$ cat config.mk
export PLATFORM = sky130hd
export DESIGN_NAME = id_stage_flat
export DESIGN_NICKNAME = d
export VERILOG_FILES = /design/src/rtl/id_stage_if.sv /design/src/rtl/id_stage.sv /design/src/flat_wrapper.sv
export SDC_FILE = /design/constraint.sdc
export NUM_CORES = 1
export LEC_CHECK = 0
export BUFFER_PORTS_ARGS = -buffer_cell sky130_fd_sc_hd__buf_2
export CAP_MARGIN = 40
export CORE_ASPECT_RATIO = 1.1
export CORE_UTILIZATION = 42
export CTS_CLUSTER_DIAMETER = 30
export DETAILED_ROUTE_END_ITERATION = 10
export GPL_TIMING_DRIVEN = 0
export PLACE_DENSITY = 0.8
export SYNTH_ARGS = -nofsm -noshare
export SYNTH_HDL_FRONTEND = slang
export SYNTH_SLANG_ARGS = --single-unit
$ cat constraint.sdc
create_clock -name clk -period 6.2 [get_ports clk]
set_clock_uncertainty 0.2 [all_clocks]
set_input_delay 0.31 -clock clk [delete_from_list [all_inputs] [get_ports clk]]
set_output_delay 0.31 -clock clk [all_outputs]
set_load 0.01 [all_outputs]
$ cat src/rtl/id_stage_if.sv
// Fetch/register-file/write-back/execute signal bundle around the decode stage.
// Ports: slave = id_stage view, master = surrounding pipeline view.
interface id_stage_if;
    logic        if_valid;
    logic [31:0] if_instr;
    logic [31:0] if_pc;
    logic        id_ready;
    logic [4:0]  readAddr1;
    logic [4:0]  readAddr2;
    logic [31:0] rs1_data;
    logic [31:0] rs2_data;
    logic        wb_we;
    logic [4:0]  wb_addr;
    logic [31:0] wb_data;
    logic        flush;
    logic        ex_ready;
    logic        ex_valid;
    logic [31:0] ex_pc;
    logic [31:0] ex_rs1_data;
    logic [31:0] ex_rs2_data;
    logic [4:0]  ex_rs1;
    logic [4:0]  ex_rs2;
    logic [4:0]  ex_rd;
    logic [31:0] ex_imm;
    logic [3:0]  ex_alu_op;
    logic        ex_reg_write;
    logic        ex_mem_read;
    logic        ex_mem_write;
    logic        ex_branch;
    logic        ex_jump;
    logic        ex_illegal;

    modport slave (
        input  if_valid, if_instr, if_pc, rs1_data, rs2_data,
        input  wb_we, wb_addr, wb_data, flush, ex_ready,
        output id_ready, readAddr1, readAddr2, ex_valid, ex_pc,
        output ex_rs1_data, ex_rs2_data, ex_rs1, ex_rs2, ex_rd,
        output ex_imm, ex_alu_op, ex_reg_write, ex_mem_read,
        output ex_mem_write, ex_branch, ex_jump, ex_illegal
    );

    modport master (
        output if_valid, if_instr, if_pc, rs1_data, rs2_data,
        output wb_we, wb_addr, wb_data, flush, ex_ready,
        input  id_ready, readAddr1, readAddr2, ex_valid, ex_pc,
        input  ex_rs1_data, ex_rs2_data, ex_rs1, ex_rs2, ex_rd,
        input  ex_imm, ex_alu_op, ex_reg_write, ex_mem_read,
        input  ex_mem_write, ex_branch, ex_jump, ex_illegal
    );
endinterface

$ cat src/rtl/id_stage.sv
// RV32I decode stage: register read with write-back bypass, decode, ID/EX register.
// Ports: clk, reset (async, active-high), bus (id_stage_if.slave).
module id_stage (
    input logic       clk,
    input logic       reset,
    id_stage_if.slave bus
);
    localparam logic [6:0] OP_LUI    = 7'b0110111;
    localparam logic [6:0] OP_AUIPC  = 7'b0010111;
    localparam logic [6:0] OP_JAL    = 7'b1101111;
    localparam logic [6:0] OP_JALR   = 7'b1100111;
    localparam logic [6:0] OP_BRANCH = 7'b1100011;
    localparam logic [6:0] OP_LOAD   = 7'b0000011;
    localparam logic [6:0] OP_STORE  = 7'b0100011;
    localparam logic [6:0] OP_IMM    = 7'b0010011;
    localparam logic [6:0] OP_OP     = 7'b0110011;

    typedef struct packed {
        logic        valid;
        logic [31:0] pc;
        logic [31:0] rs1_data;
        logic [31:0] rs2_data;
        logic [4:0]  rs1;
        logic [4:0]  rs2;
        logic [4:0]  rd;
        logic [31:0] imm;
        logic [3:0]  alu_op;
        logic        reg_write;
        logic        mem_read;
        logic        mem_write;
        logic        branch;
        logic        jump;
        logic        illegal;
    } id_ex_t;

    logic [31:0] instr;
    logic [6:0]  opcode;
    logic [4:0]  rd;
    logic [4:0]  rs1;
    logic [4:0]  rs2;
    logic [2:0]  f3;

    assign instr  = bus.if_instr;
    assign opcode = instr[6:0];
    assign rd     = instr[11:7];
    assign f3     = instr[14:12];
    assign rs1    = instr[19:15];
    assign rs2    = instr[24:20];

    assign bus.readAddr1 = rs1;
    assign bus.readAddr2 = rs2;

    logic [31:0] imm;
    logic [3:0]  alu_op;
    logic        writes;
    logic        mem_read;
    logic        mem_write;
    logic        branch;
    logic        jump;
    logic        illegal;
    logic        use1;
    logic        use2;

    always_comb begin
        imm       = '0;
        alu_op    = '0;
        writes    = 1'b0;
        mem_read  = 1'b0;
        mem_write = 1'b0;
        branch    = 1'b0;
        jump      = 1'b0;
        illegal   = 1'b0;
        use1      = 1'b0;
        use2      = 1'b0;
        unique case (opcode)
            OP_LUI, OP_AUIPC: begin
                imm    = {instr[31:12], 12'b0};
                writes = 1'b1;
            end
            OP_JAL: begin
                imm    = {{11{instr[31]}}, instr[31], instr[19:12],
                          instr[20], instr[30:21], 1'b0};
                writes = 1'b1;
                jump   = 1'b1;
            end
            OP_JALR: begin
                imm    = {{20{instr[31]}}, instr[31:20]};
                writes = 1'b1;
                jump   = 1'b1;
                use1   = 1'b1;
            end
            OP_BRANCH: begin
                imm    = {{19{instr[31]}}, instr[31], instr[7],
                          instr[30:25], instr[11:8], 1'b0};
                alu_op = {1'b0, f3};
                branch = 1'b1;
                use1   = 1'b1;
                use2   = 1'b1;
            end
            OP_LOAD: begin
                imm      = {{20{instr[31]}}, instr[31:20]};
                writes   = 1'b1;
                mem_read = 1'b1;
                use1     = 1'b1;
            end
            OP_STORE: begin
                imm       = {{20{instr[31]}}, instr[31:25], instr[11:7]};
                mem_write = 1'b1;
                use1      = 1'b1;
                use2      = 1'b1;
            end
            OP_IMM: begin
                imm    = {{20{instr[31]}}, instr[31:20]};
                // funct7[5] only selects SRAI; elsewhere it is immediate bits
                alu_op = {(f3 == 3'b101) & instr[30], f3};
                writes = 1'b1;
                use1   = 1'b1;
            end
            OP_OP: begin
                alu_op = {instr[30], f3};
                writes = 1'b1;
                use1   = 1'b1;
                use2   = 1'b1;
            end
            default: illegal = 1'b1;
        endcase
    end

    // x0 reads 0; same-cycle write-back wins over the register file
    function automatic logic [31:0] operand(
        input logic [4:0]  a,
        input logic [31:0] rf,
        input logic        we,
        input logic [4:0]  wa,
        input logic [31:0] wd
    );
        if (a == 5'd0)
            return 32'd0;
        else if (we && wa == a)
            return wd;
        else
            return rf;
    endfunction

    id_ex_t q;
    id_ex_t d;
    logic   reg_write;
    logic   hazard;

    assign reg_write = writes && (rd != 5'd0);

    always_comb begin
        d           = '0;
        d.valid     = bus.if_valid;
        d.pc        = bus.if_pc;
        d.rs1_data  = operand(rs1, bus.rs1_data, bus.wb_we,
                              bus.wb_addr, bus.wb_data);
        d.rs2_data  = operand(rs2, bus.rs2_data, bus.wb_we,
                              bus.wb_addr, bus.wb_data);
        d.rs1       = use1 ? rs1 : 5'd0;
        d.rs2       = use2 ? rs2 : 5'd0;
        d.rd        = reg_write ? rd : 5'd0;
        d.imm       = imm;
        d.alu_op    = alu_op;
        // an empty slot must never carry side-effecting control
        d.reg_write = reg_write & bus.if_valid;
        d.mem_read  = mem_read  & bus.if_valid;
        d.mem_write = mem_write & bus.if_valid;
        d.branch    = branch    & bus.if_valid;
        d.jump      = jump      & bus.if_valid;
        d.illegal   = illegal   & bus.if_valid;
    end

    assign hazard = q.valid && q.mem_read && (q.rd != 5'd0)
                 && bus.if_valid
                 && ((use1 && q.rd == rs1) || (use2 && q.rd == rs2));

    assign bus.id_ready = !bus.flush && bus.ex_ready && !hazard;

    always_ff @(posedge clk or posedge reset) begin
        if (reset) begin
            q <= '0;
        end else if (bus.flush || (bus.ex_ready && hazard)) begin
            q.valid     <= 1'b0;
            q.reg_write <= 1'b0;
            q.mem_read  <= 1'b0;
            q.mem_write <= 1'b0;
            q.branch    <= 1'b0;
            q.jump      <= 1'b0;
            q.illegal   <= 1'b0;
        end else if (bus.ex_ready) begin
            q <= d;
        end
    end

    assign bus.ex_valid     = q.valid;
    assign bus.ex_pc        = q.pc;
    assign bus.ex_rs1_data  = q.rs1_data;
    assign bus.ex_rs2_data  = q.rs2_data;
    assign bus.ex_rs1       = q.rs1;
    assign bus.ex_rs2       = q.rs2;
    assign bus.ex_rd        = q.rd;
    assign bus.ex_imm       = q.imm;
    assign bus.ex_alu_op    = q.alu_op;
    assign bus.ex_reg_write = q.reg_write;
    assign bus.ex_mem_read  = q.mem_read;
    assign bus.ex_mem_write = q.mem_write;
    assign bus.ex_branch    = q.branch;
    assign bus.ex_jump      = q.jump;
    assign bus.ex_illegal   = q.illegal;
endmodule

$ cat src/flat_wrapper.sv
// flat-port wrapper written by rule: the top's interface ports become plain ports
module id_stage_flat 
  (clk, reset, bus_if_valid, bus_if_instr, bus_if_pc, bus_rs1_data, bus_rs2_data, bus_wb_we, bus_wb_addr, bus_wb_data, bus_flush, bus_ex_ready, bus_id_ready, bus_readAddr1, bus_readAddr2, bus_ex_valid, bus_ex_pc, bus_ex_rs1_data, bus_ex_rs2_data, bus_ex_rs1, bus_ex_rs2, bus_ex_rd, bus_ex_imm, bus_ex_alu_op, bus_ex_reg_write, bus_ex_mem_read, bus_ex_mem_write, bus_ex_branch, bus_ex_jump, bus_ex_illegal);
  id_stage_if bus_i ();
  input logic clk;
  input logic reset;
  input wire logic [$bits(bus_i.if_valid)-1:0] bus_if_valid;
  input wire logic [$bits(bus_i.if_instr)-1:0] bus_if_instr;
  input wire logic [$bits(bus_i.if_pc)-1:0] bus_if_pc;
  input wire logic [$bits(bus_i.rs1_data)-1:0] bus_rs1_data;
  input wire logic [$bits(bus_i.rs2_data)-1:0] bus_rs2_data;
  input wire logic [$bits(bus_i.wb_we)-1:0] bus_wb_we;
  input wire logic [$bits(bus_i.wb_addr)-1:0] bus_wb_addr;
  input wire logic [$bits(bus_i.wb_data)-1:0] bus_wb_data;
  input wire logic [$bits(bus_i.flush)-1:0] bus_flush;
  input wire logic [$bits(bus_i.ex_ready)-1:0] bus_ex_ready;
  output wire logic [$bits(bus_i.id_ready)-1:0] bus_id_ready;
  output wire logic [$bits(bus_i.readAddr1)-1:0] bus_readAddr1;
  output wire logic [$bits(bus_i.readAddr2)-1:0] bus_readAddr2;
  output wire logic [$bits(bus_i.ex_valid)-1:0] bus_ex_valid;
  output wire logic [$bits(bus_i.ex_pc)-1:0] bus_ex_pc;
  output wire logic [$bits(bus_i.ex_rs1_data)-1:0] bus_ex_rs1_data;
  output wire logic [$bits(bus_i.ex_rs2_data)-1:0] bus_ex_rs2_data;
  output wire logic [$bits(bus_i.ex_rs1)-1:0] bus_ex_rs1;
  output wire logic [$bits(bus_i.ex_rs2)-1:0] bus_ex_rs2;
  output wire logic [$bits(bus_i.ex_rd)-1:0] bus_ex_rd;
  output wire logic [$bits(bus_i.ex_imm)-1:0] bus_ex_imm;
  output wire logic [$bits(bus_i.ex_alu_op)-1:0] bus_ex_alu_op;
  output wire logic [$bits(bus_i.ex_reg_write)-1:0] bus_ex_reg_write;
  output wire logic [$bits(bus_i.ex_mem_read)-1:0] bus_ex_mem_read;
  output wire logic [$bits(bus_i.ex_mem_write)-1:0] bus_ex_mem_write;
  output wire logic [$bits(bus_i.ex_branch)-1:0] bus_ex_branch;
  output wire logic [$bits(bus_i.ex_jump)-1:0] bus_ex_jump;
  output wire logic [$bits(bus_i.ex_illegal)-1:0] bus_ex_illegal;
  assign bus_i.if_valid = bus_if_valid;
  assign bus_i.if_instr = bus_if_instr;
  assign bus_i.if_pc = bus_if_pc;
  assign bus_i.rs1_data = bus_rs1_data;
  assign bus_i.rs2_data = bus_rs2_data;
  assign bus_i.wb_we = bus_wb_we;
  assign bus_i.wb_addr = bus_wb_addr;
  assign bus_i.wb_data = bus_wb_data;
  assign bus_i.flush = bus_flush;
  assign bus_i.ex_ready = bus_ex_ready;
  assign bus_id_ready = bus_i.id_ready;
  assign bus_readAddr1 = bus_i.readAddr1;
  assign bus_readAddr2 = bus_i.readAddr2;
  assign bus_ex_valid = bus_i.ex_valid;
  assign bus_ex_pc = bus_i.ex_pc;
  assign bus_ex_rs1_data = bus_i.ex_rs1_data;
  assign bus_ex_rs2_data = bus_i.ex_rs2_data;
  assign bus_ex_rs1 = bus_i.ex_rs1;
  assign bus_ex_rs2 = bus_i.ex_rs2;
  assign bus_ex_rd = bus_i.ex_rd;
  assign bus_ex_imm = bus_i.ex_imm;
  assign bus_ex_alu_op = bus_i.ex_alu_op;
  assign bus_ex_reg_write = bus_i.ex_reg_write;
  assign bus_ex_mem_read = bus_i.ex_mem_read;
  assign bus_ex_mem_write = bus_i.ex_mem_write;
  assign bus_ex_branch = bus_i.ex_branch;
  assign bus_ex_jump = bus_i.ex_jump;
  assign bus_ex_illegal = bus_i.ex_illegal;
  id_stage u_core (.clk(clk), .reset(reset), .bus(bus_i));
endmodule
==> results.md <==
- Mapped Cells: 695
- WL final: roughly 26 mm
- Startpoint types: flop
- Setup CP Type: reg -> out
- Vias in the first global route: approximately 7100
- Initial antenna violation count: 0
- Power consumption: around 2800 uW
- Unique masters post-synth: 43
- Die area: 0.0185 sq mm
- GRT Total Usage: between 20% and 30%
- IO Count: around 340
- Largest net degree at the start of global routing: between 70 and 80
- CP Data Required Time: approximately 5.7 ns
- Synth top area share: 51.1%
- Final Hold Viols: 0
- Num CTS Buffers: 17
- 1st-pass router iterations: 5
- Height of the die: ~140 um
- Pin slew with the least headroom to its limit: around 0.83 ns
- Final nets: 1269
- Final worst path period need: 3.17 ns
- Static leakage: ~0.0051 uW
- Final HPWL DP: 18.6 mm
- PortBufs: around 330
- Post-CTS Setup Repair Bufs: 0
- Core area: roughly 0.018 sq mm
- Rel. slew slack: between 40 and 50%
- Clock tree buffer depth: 2
- H-tree depth: 4
- Gpl congestion: around 0.89
- Antenna diodes: 0
- Final setup fails: 0
- Seq/Total Area, Yosys: 51.1%
- Commonest non-fill, non-tap cell in the layout: buf_2
- Most frequent cells in the layout: buf_2 (344), dfrtp_1 (154), o21ai_0 (149)
- Initial Util: a little over two fifths
- Skew-Pair Late Insertion Delay: around 0.42 ns
- DIE WIDTH: about 130 um
- Syn nets: between 800 and 900
- Max Cap Viol: 0
- Ys Warns: 0
- Row count: between 50 and 60
- Total grt overflow: 0
- CTS tree: yes
- Number of cells upsized or downsized after cts: 0
- Area contributors post-synth: dfrtp_1 (51%), o21ai_0 (9.9%), mux2i_1 (8.5%)
- CTS sink count: 154
- Syn_area_per_cell: approximately 11 sq um
- Post-synth ARST share: 100%
- Root Driver: clkbuf_16
- First-pass GRT wire length: just under 40 mm
- Status: finished clean
- Vias per cell: roughly 5.5
- Final worst-path cycle share: 51.1%
- Crit path max fanout: 10
- Clock slew seen by the registers of the worst setup and hold paths: around 0.07 ns
- Top FF cell, synth: dfrtp_1
- Post-synth EDFFs: 0
- Design area: 0.0107 sq mm
- Post-synthesis register bit count: around 150
- VDD IR-drop max: approximately 0.18 mV
- Area leader, netlist: dfrtp_1
- Final core utilization: 60.5%
- Post-route ant nets: 0
- DRC violations left: 0
- Hold crit path type: in -> reg
- DR WL/cell: approximately 19 um
- Initial drt markers: between 600 and 700
- Maximum clock rate: about 320 MHz
- Cell Area, Synth: 0.00754 sq mm
- Share of cells above drive strength 1: slightly below 40%
- Area grow syn2layout: 41.4%
- Area after DPL: between 0.009 and 0.01 sq mm
- PwrDens: around 260 mW/mm^2
- Crit end category: primary output
- Arrival @ worst endpoint: between 2 and 3 ns
- RSZ-0062 raised after global routing: no
- Pins Over Slew Limit: 0
- Vias: approximately 7400
==> Yosys cell counts (10+ instances only) <==
master	n
a21oi_1	25
clkbuf_1	44
nor2_1	10
buf_4	10
o31ai_1	65
o21ai_0	149
buf_2	11
nand2_1	35
mux2_4	36
mux2i_1	64
o21ai_1	12
dfrtp_1	154
xor2_1	14
==> area by class of cell <==
type,instances,area [sq um]
Clock buffer,18,429
Tap cell,238,298
Clock inverter,14,195
Timing Repair Buffer,384,2190
Sequential cell,154,3850
Fill cell,1441,6950
Multi-Input combinational cell,466,3310
Inverter,4,22.5
Buffer,71,355
==> power breakdown <==
part / switching [uW] / internal (uW) / leakage [uW] / total, uW
registers: 50.0 / 1100 / 0.00198 / 1150
clock network: 426 / 678 / 0.000305 / 1100
logic: 265 / 237 / 0.00279 / 503
==> cells by family after synthesis <==
kind of cell / Yosys count / share of synthesized area (%)
AO/OA/AOI/OAI: 267 / 20.6
flip-flops: 154 / 51.1
multiplexers: 102 / 16.0
AND/OR/NAND/NOR: 77 / 5.04
buffers and inverters: 75 / 4.94
XOR/XNOR: 20 / 2.32
==> stage by stage <==
stage	std cells	setup slack, ns	hold WS (ns)	setup TNS, ns
6_report	1349	3.03	0.0163	0
3_5_place_dp	1267	3.01	0.270	0
5_1_grt	1349	2.91	0.00772	0
3_3_place_gp	1266	-0.197	0.260	-28.25
4_1_cts	1349	3.03	0.00110	0
2_1_floorplan	695	1.54	0.176	0
==> final timing paths <==
path / start / endpoint / slack [ns] / cells after the start
worst max register to register: u_core.bus.ex_rd[0] / u_core.bus.ex_valid / 3.40 / 8
min in group asynchronous: reset / u_core.bus.ex_pc[18] / 0.38 / 3
worst max-delay path: u_core.bus.ex_rd[1] / bus_id_ready / 3.03 / 9
max in group asynchronous: reset / u_core.bus.ex_imm[10] / 4.58 / 4
worst min-delay path: bus_rs1_data[17] / u_core.bus.ex_rs1_data[17] / 0.02 / 3
worst min register to register: u_core.bus.ex_pc[31] / u_core.bus.ex_pc[31] / 0.28 / 1
==> critical path, stage by stage, from the launching register on <==
cell	delay [ns]
dfrtp_1	0.45
or4_1	0.55
o211ai_1	0.20
a21oi_2	0.08
or2_1	0.22
buf_2	0.15
buf_6	0.15
inv_4	0.11
buf_6	0.18
buf_2	0.15
==> repair_timing <==
item / 4_1_cts / 5_1_grt
hold endpoints to repair: 129 / 0
endpoints found under the setup margin: 0 / 0
hold buffers: 50 / 0
==> metal layers <==
layer | vias up | global-route usage (%) | share of wire [%]
met5 | - | 0 | 0
li1 | 3346 | - | -
met4 | 0 | 13.2 | 3.9
met2 | 365 | 45.1 | 49
met3 | 67 | 6.62 | 7.1
met1 | 3615 | 35.3 | 40
==> sequential cells by signal, summed over array words and instances, names as in the netlist <==
name,count
u_core.bus.ex_rs2_data,32
u_core.bus.ex_rs2,5
u_core.bus.ex_alu_op,4
u_core.bus.ex_branch,1
u_core.bus.ex_rs1,5
u_core.bus.ex_rd,5
u_core.bus.ex_rs1_data,32
u_core.bus.ex_mem_write,1
u_core.bus.ex_jump,1
u_core.bus.ex_valid,1
u_core.bus.ex_mem_read,1
u_core.bus.ex_imm,32
u_core.bus.ex_reg_write,1
u_core.bus.ex_pc,32
u_core.bus.ex_illegal,1
No activity file was read; power rests on OpenSTA's default activity.
